[src/rtl/syn_tle_drain.sv]
// syn_tle_drain: drain stage that takes one M x N matrix of 4P-bit two's complement
// accumulators per valid/ready transfer and streams it out one row per cycle.
// Optional requantization (shift, round half-up, saturate to P bits) is enabled by
// defining D_SERIAL_REQUANT_EN; without it rows carry the raw accumulators.
// Note: rst_ni is asynchronous and active-high despite its name.
module syn_tle_drain #(
    parameter int M   = 8,
    parameter int N   = 4,
    parameter int P   = 8,
    parameter int SHW = $clog2(4 * P),
`ifdef D_SERIAL_REQUANT_EN
    localparam int OW = P,
`else
    localparam int OW = 4 * P,
`endif
    localparam int IW = (M > 1) ? $clog2(M) : 1
) (
    input  logic                          clk_i,
    input  logic                          rst_ni,
    input  logic [M-1:0][N-1:0][4*P-1:0]  D_i,
    input  logic [SHW-1:0]                shift_i,
    input  logic                          valid_i,
    output logic                          ready_o,
    output logic [N-1:0][OW-1:0]          row_o,
    output logic [IW-1:0]                 row_idx_o,
    output logic                          row_last_o,
    output logic                          row_sat_o,
    output logic                          row_valid_o,
    input  logic                          row_ready_i
);

    typedef enum logic {StIdle, StDrain} state_e;

    state_e                         state_q;
    logic [M-1:0][N-1:0][4*P-1:0]   mat_q;
    logic [IW-1:0]                  idx_q;
    logic                           last;
    logic                           xfer;
    logic                           accept;
    logic [N-1:0][4*P-1:0]          cur_row;

    assign row_valid_o = (state_q == StDrain);
    assign last        = row_valid_o && (idx_q == IW'(M - 1));
    assign xfer        = row_valid_o && row_ready_i;
    // Accept while idle, or in the same cycle the last row leaves (no bubble).
    assign ready_o     = (state_q == StIdle) || (xfer && last);
    assign accept      = valid_i && ready_o;
    assign row_idx_o   = idx_q;
    assign row_last_o  = last;
    assign cur_row     = mat_q[idx_q];

    // Matrix capture and row sequencing.
    always_ff @(posedge clk_i or posedge rst_ni) begin
        if (rst_ni) begin
            state_q <= StIdle;
            idx_q   <= '0;
            mat_q   <= '0;
        end else if (accept) begin
            mat_q   <= D_i;
            idx_q   <= '0;
            state_q <= StDrain;
        end else if (xfer) begin
            if (last) begin
                state_q <= StIdle;
                idx_q   <= '0;
            end else begin
                idx_q <= idx_q + IW'(1);
            end
        end
    end

`ifdef D_SERIAL_REQUANT_EN
    logic [SHW-1:0]        shift_q;
    logic signed [4*P:0]   ext;
    logic signed [4*P:0]   rnd;
    logic signed [4*P:0]   sum;
    logic signed [4*P:0]   y;

    // Shift amount travels with the matrix it was sampled with.
    always_ff @(posedge clk_i or posedge rst_ni) begin
        if (rst_ni) begin
            shift_q <= '0;
        end else if (accept) begin
            shift_q <= shift_i;
        end
    end

    // Round half-up, arithmetic shift and saturate each element of the current row.
    always_comb begin
        row_o     = '0;
        row_sat_o = 1'b0;
        ext       = '0;
        rnd       = '0;
        sum       = '0;
        y         = '0;
        if (row_valid_o) begin
            for (int j = 0; j < N; j++) begin
                ext = {cur_row[j][4*P-1], cur_row[j]};
                if (shift_q == '0) begin
                    y = ext;
                end else begin
                    rnd = $signed((4 * P + 1)'(1) << (shift_q - 1'b1));
                    sum = ext + rnd;
                    y   = sum >>> shift_q;
                end
                // Fits in P bits only if all bits from the P-1 sign position up agree.
                if (!(&y[4*P:P-1]) && (|y[4*P:P-1])) begin
                    row_sat_o = 1'b1;
                    row_o[j]  = y[4*P] ? {1'b1, {(P-1){1'b0}}} : {1'b0, {(P-1){1'b1}}};
                end else begin
                    row_o[j] = y[P-1:0];
                end
            end
        end
    end
`else
    logic unused_shift;

    // Raw accumulators pass straight through; zero while no matrix is held.
    always_comb begin
        row_o        = row_valid_o ? cur_row : '0;
        row_sat_o    = 1'b0;
        unused_shift = ^shift_i;
    end
`endif

endmodule
[config.mk]
export PLATFORM = sky130hd
export DESIGN_NAME = syn_tle_drain
export DESIGN_NICKNAME = d
export VERILOG_FILES = /design/src/rtl/syn_tle_drain.sv
export SDC_FILE = /design/constraint.sdc
export NUM_CORES = 2
export LEC_CHECK = 0
export CAP_MARGIN = 10
export CORE_AREA = 2 2 455 457
export CTS_CLUSTER_DIAMETER = 80
export DETAILED_ROUTE_END_ITERATION = 12
export DIE_AREA = 0 0 457 459
export HOLD_SLACK_MARGIN = 0.02
export SLEW_MARGIN = 40
export SYNTH_ARGS = -nofsm -noshare
export SYNTH_HDL_FRONTEND = slang
export SYNTH_SLANG_ARGS = --single-unit
[constraint.sdc]
create_clock -name clk_i -period 42.5 [get_ports clk_i]
set_input_delay 8.5 -clock clk_i [delete_from_list [all_inputs] [get_ports clk_i]]
set_output_delay 8.5 -clock clk_i [all_outputs]
set_load 0.1 [all_outputs]
==> results.ini <==
[run_status]
status=completed

[cts]
cts_setup_buffers=0
worstSkewPairLatency_ns=0.78
cts_tree=built
root_buffer=clkbuf_16
cts_hold_buf=0
cts_htree_levels=4
cts.sinks=1028
cts_made_buffers=130
cts.repair.resized=0
ctsLongestPathBuffers=3
path_clk_slew_ns=0.06

[placed_design]
io_buffers=1161
hpwl_mm=140.6
placed_area_um2=60790
finalWeightedCongestion=0.8506
post-place-ws_ns=24.30

[finish]
area_delta_synth_final_pct=37.47
final_area_um2=65100
multi_input_area_um2=19480
layout-drive-gt1-share=0.3254
seq_area_um2=25740
nNetsFinal=5232
n_fill_cell=20517

[timing]
fin_tns_setup_ns=0
timing.final.crit_share=0.4281
drv_slew=0
setup_viol=0
whs_ns=0.4836
post-route-min-period_ns=18.19
fmax_mhz=54.96
rsz0062_at_grt=no
slew_headroom=0.4497
worstMarginPinSlew_ns=0.8024
fin_skew_ns=0.03040
finalWorstSetupSlack_ns=24.31
finalHoldViolations=0

[global_route]
grt_overflow=0
antenna_found_initial=84
grt.total_usage=0.1715
grt_pass1_wl_mm=256.6
grt_max_degree=97
grt_pass1_vias=33075

[pwr]
leakage_nw=27.37
power_density_nw_per_um2=84.31
vdd_drop_max_v=0.00006093

[die]
row_count=167
fp.dieW_um=457
start_util=0.2303
dieArea_um2=209800
die_h_um=459
coreArea_um2=205600
ios=1168

[worst_setup_path]
crit_family=buffers and inverters
crit_arrival_ns=9.69
start_kind=input pin
reg2reg_slack_ns=37.48
crit_required_ns=34.00
r2r_start=row_idx_o[1]
cp_num_buf_inv=2
cp_max_fo=3
max_stage_delay_ns=0.50
slowest_stage=clkdlybuf4s50_1
worstPathCellList=clkdlybuf4s50_1, a21bo_2, buf_2
cp-end-kind=output pin
path_class=input pin to output pin
rr_endpoint=mat_q[936]
worstRegToRegCells=9

[worst_hold_path]
holdPathStages=1
hold_end=mat_q[432]
hp-class=register to register
min-delay-start=mat_q[432]

[synth]
postSynthAreaPerCell_um2=15.45
ys_warn_count=0
yosys-top-cells-area=dfrtp_1, mux2_2, mux2_1
synth_fp_nets=4099
yosysMostFrequentCell=dfrtp_1
synth_top_area_frac=0.5433
synth_flop_cell=dfrtp_1
netlist_instances=3064
async_reset_ff_frac=1.000
synth_edf_count=0
synth_cell_types=26
syn_area_um2=47350
synth-seq-area-share=0.5433
synthTopCellsByCount=dfrtp_1, mux2_2, mux2_1, inv_1, mux2i_1
ys_ff_latch=1028
yosysTopAreaCell=dfrtp_1

[route]
drt_iter0_markers=1316
routedWlPerCell_um=26.26
firstDrtPassIters=5
drc=0
vias=31061
wl_mm=184.3
antenna_left=0
vias_per_cell=4.426

[flow_run]
cap_violations=0

## how the worst max path moves through the flow
stage / start / slack (ns) / to / cells past startpoint
final: row_ready_i / 24.31 / ready_o / 3
after global routing: row_ready_i / 24.27 / ready_o / 3
after CTS: row_ready_i / 24.30 / ready_o / 3
after detailed placement: row_ready_i / 24.30 / ready_o / 3
after global placement: row_ready_i / 23.58 / ready_o / 3
after floorplan: rst_ni / 5.07 / mat_q[0] / 1
## area by class of cell
cell class / instances / share of cell area
well taps: 2704 / 0.05197
clock inverters: 35 / 0.007092
flip-flops and latches: 1028 / 0.3954
diodes: 24 / 0.0009226
clock buffers: 190 / 0.05789
repair buffers: 1229 / 0.1799
inverters: 129 / 0.007554
multi-input cells: 1679 / 0.2992
## power by group
group	internal (W)	leakage, nW	total, W	switching, W
sequential	0.00146	12.5	0.00175	0.000294
clock	0.000640	2.06	0.00110	0.000464
combinational	0.000933	12.8	0.00263	0.00170
## per-stage QoR
step / total power (W) / util / instances
after detailed placement: 0.004452 / 0.2957 / 6768
after CTS: 0.005581 / 0.3162 / 6993
after global placement: 0.004479 / 0.2972 / 6761
after floorplan: 0.003641 / - / 3064
after global routing: 0.005774 / 0.3165 / 7008
final: 0.005488 / 0.3166 / 7018
## metal layers
metal | track usage | wire, µm | vias to the layer above
li1 | - | - | 13601
met1 | 0.1982 | 72910 | 16055
met2 | 0.2817 | 87740 | 1024
met3 | 0.08113 | 18460 | 293
met4 | 0.04941 | 4645 | 88
met5 | 0 | 542 | -
## kinds of logic (layout without fill, tap and decap cells)
logic type | after synthesis | in the layout | share of synthesized area
compound gates | 259 | 259 | 0.04690
fa+ha+maj | 2 | 2 | 0.0005284
buf+inv | 357 | 1583 | 0.04611
flops | 1028 | 1028 | 0.5433
mux | 1410 | 1410 | 0.3623
other cells | 1 | 25 | 0.00007919
simple gates | 7 | 7 | 0.0007664
## flip-flops by register name (all words and copies together) (netlist names)
register and cells:
mat_q 1024, row_idx_o 3, row_valid_o 1
## cells in the final DEF, fill, tap and decap left out, types with 2 or more instances in the layout
| master | n |
|---|---|
| clkinv_8 | 4 |
| clkinv_2 | 8 |
| mux2_1 | 360 |
| buf_2 | 100 |
| o21ai_0 | 127 |
| dfrtp_1 | 1024 |
| clkbuf_1 | 31 |
| a221oi_2 | 70 |
| buf_6 | 17 |
| inv_16 | 4 |
| mux2_2 | 793 |
| ha_1 | 2 |
| buf_12 | 5 |
| a22o_1 | 2 |
| mux4_2 | 128 |
| clkbuf_8 | 29 |
| buf_16 | 2 |
| buf_4 | 78 |
| diode_2 | 24 |
| dfrtp_4 | 4 |
| inv_8 | 4 |
| clkinv_16 | 2 |
| mux2i_1 | 129 |
| clkdlybuf4s50_1 | 1027 |
| a221oi_1 | 58 |
| clkbuf_16 | 130 |
| inv_1 | 128 |
| inv_6 | 7 |
| clkinvlp_4 | 3 |
| bufinv_16 | 3 |
(Power assumes the default switching activity.)
